[config.mk]
export PLATFORM = sky130hd
export DESIGN_NAME = booth_seq_multiplier
export DESIGN_NICKNAME = d
export VERILOG_FILES = /design/src/rtl/booth_pkg.sv /design/src/rtl/booth_recode_step.sv /design/src/rtl/booth_seq_multiplier.sv
export SDC_FILE = /design/constraint.sdc
export NUM_CORES = 1
export LEC_CHECK = 0
export ABC_AREA = 1
export BUFFER_PORTS_ARGS = -buffer_cell sky130_fd_sc_hd__buf_2
export CAP_MARGIN = 20
export CORE_AREA = 2 2 77 79
export DETAILED_ROUTE_END_ITERATION = 7
export DIE_AREA = 0 0 79 81
export MAX_ROUTING_LAYER = met4
export PLACE_DENSITY = 0.73
export SLEW_MARGIN = 0
export SYNTH_ARGS = -nofsm -noshare
export SYNTH_HDL_FRONTEND = slang
export SYNTH_SLANG_ARGS = --single-unit
export TNS_END_PERCENT = 5
[constraint.sdc]
create_clock -name clk -period 2.5 [get_ports clk]
set_input_delay 0.5 -clock clk [delete_from_list [all_inputs] [get_ports clk]]
set_output_delay 0.5 -clock clk [all_outputs]
set_load 0.01 [all_outputs]
[src/rtl/booth_pkg.sv]
// Shared types for the sequential Booth multiplier: FSM state encoding and
// the recoding-select codes chosen by each Booth step.
package booth_pkg;

    typedef enum logic [1:0] {
        IDLE = 2'd0,
        CALC = 2'd1,
        DONE = 2'd2
    } state_t;

    // Which multiple of M a Booth step adds to the partial product.
    typedef enum logic [2:0] {
        ZERO   = 3'd0,
        ADD_M  = 3'd1,
        SUB_M  = 3'd2,
        ADD_2M = 3'd3,
        SUB_2M = 3'd4
    } recode_sel_t;

endpackage

[src/rtl/booth_recode_step.sv]
// One combinational Booth step: recode the low multiplier bits, add the
// selected multiple of M to A, then arithmetic-shift {A,Q,Q_-1} right.
// Define BOOTH_RADIX4_EN for radix-4 (two bits per step); default is radix-2.
module booth_recode_step
    import booth_pkg::*;
#(
    parameter int DATA_W = 8
) (
    input  logic [DATA_W+1:0] a_in,
    input  logic [DATA_W-1:0] q_in,
    input  logic              q_m1_in,
    input  logic [DATA_W-1:0] m_in,
    output logic [DATA_W+1:0] a_out,
    output logic [DATA_W-1:0] q_out,
    output logic              q_m1_out
);

    logic [DATA_W+1:0] m_ext;
    logic [DATA_W+1:0] m2_ext;
    logic [DATA_W+1:0] addend;
    logic [DATA_W+1:0] sum;
    recode_sel_t       sel;

    // Recode, select the addend, add, and shift.
    always_comb begin
        m_ext  = {{2{m_in[DATA_W-1]}}, m_in};
        m2_ext = {m_ext[DATA_W:0], 1'b0};
        sel    = ZERO;
`ifdef BOOTH_RADIX4_EN
        case ({q_in[1], q_in[0], q_m1_in})
            3'b001, 3'b010: sel = ADD_M;
            3'b011:         sel = ADD_2M;
            3'b100:         sel = SUB_2M;
            3'b101, 3'b110: sel = SUB_M;
            default:        sel = ZERO;
        endcase
`else
        case ({q_in[0], q_m1_in})
            2'b01:   sel = ADD_M;
            2'b10:   sel = SUB_M;
            default: sel = ZERO;
        endcase
`endif
        case (sel)
            ADD_M:   addend = m_ext;
            SUB_M:   addend = -m_ext;
            ADD_2M:  addend = m2_ext;
            SUB_2M:  addend = -m2_ext;
            default: addend = '0;
        endcase
        sum = a_in + addend;
`ifdef BOOTH_RADIX4_EN
        a_out    = {{2{sum[DATA_W+1]}}, sum[DATA_W+1:2]};
        q_out    = {sum[1:0], q_in[DATA_W-1:2]};
        q_m1_out = q_in[1];
`else
        a_out    = {sum[DATA_W+1], sum[DATA_W+1:1]};
        q_out    = {sum[0], q_in[DATA_W-1:1]};
        q_m1_out = q_in[0];
`endif
    end

endmodule

[src/rtl/booth_seq_multiplier.sv]
// Sequential signed Booth multiplier with valid/ready on both sides.
// Handshake: an operand pair is taken on an edge with in_valid && in_ready;
// the product is handed off on an edge with out_valid && out_ready, and
// product stays stable while out_valid waits for out_ready.
// Define BOOTH_RADIX4_EN for radix-4 recoding (DATA_W/2 steps instead of DATA_W).
module booth_seq_multiplier
    import booth_pkg::*;
#(
    parameter int DATA_W = 8
) (
    input  logic                  clk,
    input  logic                  rst_n,
    input  logic                  in_valid,
    output logic                  in_ready,
    input  logic [DATA_W-1:0]     multiplicand,
    input  logic [DATA_W-1:0]     multiplier,
    output logic                  out_valid,
    input  logic                  out_ready,
    output logic [2*DATA_W-1:0]   product,
    output logic                  busy,
    output logic [1:0]            state_dbg
);

`ifdef BOOTH_RADIX4_EN
    localparam int STEPS = DATA_W / 2;
`else
    localparam int STEPS = DATA_W;
`endif
    localparam int CNT_W = $clog2(STEPS + 1);
    localparam logic [CNT_W-1:0] LAST_STEP = CNT_W'(STEPS - 1);

    state_t                state_q, state_d;
    logic [CNT_W-1:0]      cnt_q, cnt_d;
    logic [DATA_W+1:0]     a_q, a_d;
    logic [DATA_W-1:0]     q_q, q_d;
    logic                  q_m1_q, q_m1_d;
    logic [DATA_W-1:0]     m_q, m_d;
    logic [2*DATA_W-1:0]   prod_q, prod_d;

    logic [DATA_W+1:0]     a_step;
    logic [DATA_W-1:0]     q_step;
    logic                  q_m1_step;

    booth_recode_step #(.DATA_W(DATA_W)) u_step (
        .a_in     (a_q),
        .q_in     (q_q),
        .q_m1_in  (q_m1_q),
        .m_in     (m_q),
        .a_out    (a_step),
        .q_out    (q_step),
        .q_m1_out (q_m1_step)
    );

    // Next-state and datapath updates; everything holds unless the state acts.
    always_comb begin
        state_d = state_q;
        cnt_d   = cnt_q;
        a_d     = a_q;
        q_d     = q_q;
        q_m1_d  = q_m1_q;
        m_d     = m_q;
        prod_d  = prod_q;
        case (state_q)
            IDLE: begin
                if (in_valid) begin
                    m_d     = multiplicand;
                    a_d     = '0;
                    q_d     = multiplier;
                    q_m1_d  = 1'b0;
                    cnt_d   = '0;
                    state_d = CALC;
                end
            end
            CALC: begin
                a_d    = a_step;
                q_d    = q_step;
                q_m1_d = q_m1_step;
                cnt_d  = cnt_q + 1'b1;
                if (cnt_q == LAST_STEP) begin
                    prod_d  = {a_step[DATA_W-1:0], q_step};
                    state_d = DONE;
                end
            end
            DONE: begin
                if (out_ready) begin
                    state_d = IDLE;
                end
            end
            default: state_d = IDLE;
        endcase
    end

    // State and datapath registers; reset discards any operation in flight.
    always_ff @(posedge clk or negedge rst_n) begin
        if (!rst_n) begin
            state_q <= IDLE;
            cnt_q   <= '0;
            a_q     <= '0;
            q_q     <= '0;
            q_m1_q  <= 1'b0;
            m_q     <= '0;
            prod_q  <= '0;
        end else begin
            state_q <= state_d;
            cnt_q   <= cnt_d;
            a_q     <= a_d;
            q_q     <= q_d;
            q_m1_q  <= q_m1_d;
            m_q     <= m_d;
            prod_q  <= prod_d;
        end
    end

    assign in_ready  = (state_q == IDLE);
    assign out_valid = (state_q == DONE);
    assign busy      = (state_q != IDLE);
    assign product   = prod_q;
    assign state_dbg = state_q;

endmodule
==> flow_metrics.env <==
export IMPL_grt_start_max_net_pins=49
export IMPL_dieArea_um2=6400
export IMPL_pwr_density_cell_nw_per_um2=1570
export IMPL_ys_flop_type="dfrtp_1"
export IMPL_numCtsBuffers=5
export IMPL_wire_per_inst_um=13.3
export IMPL_crit_family="compound AO/OA/AOI/OAI gates"
export IMPL_cts_sinks=48
export IMPL_dp_cells=452
export IMPL_grt_ovfl_total=0
export IMPL_grt_first_pass_wirelength_um=9580
export IMPL_tightest_slew_ns=0.592
export IMPL_synth_warnings=0
export IMPL_final_min_clock_period_ns=2.46
export IMPL_cts_tree="done"
export IMPL_synth_edf_count=0
export IMPL_ios=41
export IMPL_critPathKind="reg -> reg"
export IMPL_track_usage_pct=19.5
export IMPL_p_leak_nw=1.70
export IMPL_netlist_area_um2=2730
export IMPL_syn_to_final_growth_pct=27.2
export IMPL_layout_drive_gt1_share_pct=34.4
export IMPL_status="finished clean"
export IMPL_ir_drop_uv=775
export IMPL_start_util_pct=48.1
export IMPL_die_h_um=81
export IMPL_synth_top_area_share_pct=44.0
export IMPL_multiInputGateArea_um2=1530
export IMPL_clk_latency_ns=0.31
export IMPL_power_total_mw=5.45
export IMPL_ff_latch_area_um2=1200
export IMPL_path_clk_slew_ns=0.09
export IMPL_worst_slack_ns=0.0378
export IMPL_synth_most_common_cell="nand2_1"
export IMPL_clockBufferDepth=2
export IMPL_syn_inst=336
export IMPL_synthTopCellsByArea="dfrtp_1 (44%), nand2_1 (13%), ha_1 (6.4%), inv_1 (4.7%), nand3_1 (3.3%)"
export IMPL_vias_per_cell=5.13
export IMPL_hold_path_class="in -> async"
export IMPL_cp_buffers_inverters=3
export IMPL_crit_required_ns=2.70
export IMPL_max_stage_delay_ns=0.45
export IMPL_core_area_um2=5680
export IMPL_nFillCells=486
export IMPL_route_antenna_remaining_nets=0
export IMPL_cp_arrival_ns=2.66
export IMPL_slew_headroom_pct=60.5
export IMPL_yosysTopAreaCell="dfrtp_1"
export IMPL_synth_distinct_cells=35
export IMPL_drt_iter0_markers=132
export IMPL_syn_avg_cell_area_um2=8.13
export IMPL_grt_antenna_before_repair=0
export IMPL_yosys_top_cells_count="nand2_1 (96), dfrtp_1 (48), inv_1 (34)"
export IMPL_n_antenna_cell=0
export IMPL_dpl_worst_slack_ns=-0.0239
export IMPL_path_cells="inv_2 -> ha_4 -> buf_4 -> buf_4 -> nand2_1 -> a31oi_4 -> ha_4 -> nand2_1 -> nand2_2 -> nand2_2 -> nand2_2 -> a21oi_4 -> xor2_1 -> o21ai_1"
export IMPL_setup_viol=0
export IMPL_wl_um=6220
export IMPL_layoutNonFillerInstCount=468
export IMPL_fin_skew_ns=0.00823
export IMPL_intPower_mw=2.98
export IMPL_synth_nets=371
export IMPL_die_w_um=79
export IMPL_root_buffer="clkbuf_8"
export IMPL_first_pass_iters=4
export IMPL_fin_crit_sh_pct=98.5
export IMPL_rows=28
export IMPL_final_util_pct=61.2
export IMPL_ys_seq_area_share_pct=44.0
export IMPL_p_clk_share_pct=12.4
export IMPL_swShare_pct=45.3
export IMPL_gp_congestion=0.895
export IMPL_nNetsFinal=427
export IMPL_vias=2401
export IMPL_ys_ff_latch=48
export IMPL_numPortBuffers=40
export IMPL_combPwrFrac_pct=61.2
export IMPL_hold_violations=0
export IMPL_postCtsHoldBufs=0
export IMPL_h_tree_depth=2
export IMPL_fmax_mhz=406
export IMPL_cpMostUsedCell="nand2_2"
export IMPL_first_global_vias=2226
export IMPL_place_area_um2=3040
export IMPL_switchingPower_mw=2.47
export IMPL_rr_startpoint="q_q[0]$_DFFE_PN0P_"
export IMPL_hpwlAfterDp_um=4110
export IMPL_drc=0
export IMPL_finalInstanceArea_um2=3470
export IMPL_drv_slew=0
export IMPL_worst_setup_path_start_kind="flip-flop"
export IMPL_drv_cap=0
export IMPL_slowest_stage="dfrtp_1"
export IMPL_worstSetupStartpoint="q_q[0]$_DFFE_PN0P_"
export IMPL_pwr_share_seq_pct=26.4
export IMPL_end_kind="flip-flop"
export IMPL_rsz0062_at_grt="yes"
export IMPL_cp_max_fo=6
export IMPL_ys_async_sr_fraction_pct=100
## cells by family after synthesis
kind of cell | synth area share, %
adder cells (fa/ha/maj) | 7.15
XOR/XNOR | 1.28
multiplexers | 0.366
AND/OR/NAND/NOR | 24.0
flip-flops | 44.0
AO/OA/AOI/OAI | 14.7
buffers and inverters | 8.47
## final cells by class
cell class / count / area share (%)
Inverter: 40 / 4.32
Clock inverter: 3 / 1.98
Timing Repair Buffer: 61 / 10.3
Sequential cell: 48 / 34.6
Clock buffer: 5 / 1.98
Tap cell: 75 / 2.70
Multi-Input combinational cell: 236 / 44.1
## worst paths after layout
path / end / slack [ns] / depth (start not counted)
worst max-delay path: a_q[4]$_DFFE_PN0P_ / 0.04 / 14
max in group asynchronous: a_q[7]$_DFFE_PN0P_ / 1.83 / 2
min in group clk: state_dbg[1]$_DFFE_PN0P_ / 0.36 / 2
worst max register to register: a_q[4]$_DFFE_PN0P_ / 0.04 / 14
worst min register to register: product[15]$_DFFE_PN0P_ / 0.48 / 2
worst min-delay path: cnt_q[2]$_DFFE_PN0P_ / 0.26 / 2
## timing repair
item / in CTS / in global routing
setup buffers: 0 / 8
endpoints found under the setup margin: 5 / 13
gates resized for setup: 8 / 46
pin swaps: 8 / 21
## power groups by stage
stage	Combinational (mW)	Sequential [mW]	Clock [mW]
global route	3.72	1.49	0.723
CTS	2.67	1.41	0.692
finish	3.34	1.44	0.677
global placement	2.56	1.41	0
floorplan	1.93	1.43	0
detailed placement	2.63	1.42	0
## cells in the final DEF (no fill, tap or decap), types with 2 or more instances in the layout
cell type / instances
nand2_1: 88
dfrtp_1: 48
buf_2: 40
inv_1: 29
buf_4: 21
nand3_1: 16
o21ai_1: 14
nor2_1: 12
nand2_2: 12
o21ai_0: 12
inv_2: 11
nor2_2: 8
a21oi_1: 8
ha_4: 7
o22ai_1: 6
ha_1: 6
clkbuf_8: 5
nor2_4: 4
a31oi_1: 4
a221oi_2: 4
nand4_1: 3
o21ai_2: 3
a31oi_4: 3
a22o_1: 2
nor3_2: 2
nand3_2: 2
or2_2: 2
a21oi_2: 2
xor2_1: 2
xnor2_1: 2
bufinv_16: 2
## sequential cells by signal, indices dropped and copies added (netlist names)
| name | cells |
|---|---|
| product | 16 |
| a_q | 9 |
| m_q | 8 |
| q_q | 8 |
| cnt_q | 4 |
| state_dbg | 2 |
| q_m1_q | 1 |
## per-stage QoR
step | hold WS [ns] | setup TNS [ns]
2_1_floorplan | 0.204 | 0
3_3_place_gp | 0.459 | 0
3_5_place_dp | 0.461 | -0.0302
4_1_cts | 0.293 | -0.0431
5_1_grt | 0.323 | -0.316
6_report | 0.265 | 0
## layer usage
metal  wire (µm)  GRT usage [%]
met2        3070           33.4
met1        2690           24.1
met4         159           4.66
met3         297           3.67
met5           0              -
## worst reg2reg max path: stages, from the launching register on
cell and delay [ns]:
dfrtp_1 0.45, inv_2 0.12, ha_4 0.15, buf_4 0.11
buf_4 0.13, nand2_1 0.09, a31oi_4 0.24, ha_4 0.25
nand2_1 0.09, nand2_2 0.07, nand2_2 0.08, nand2_2 0.07
a21oi_4 0.14, xor2_1 0.27, o21ai_1 0.09
Power figures use the tool's default switching activity.
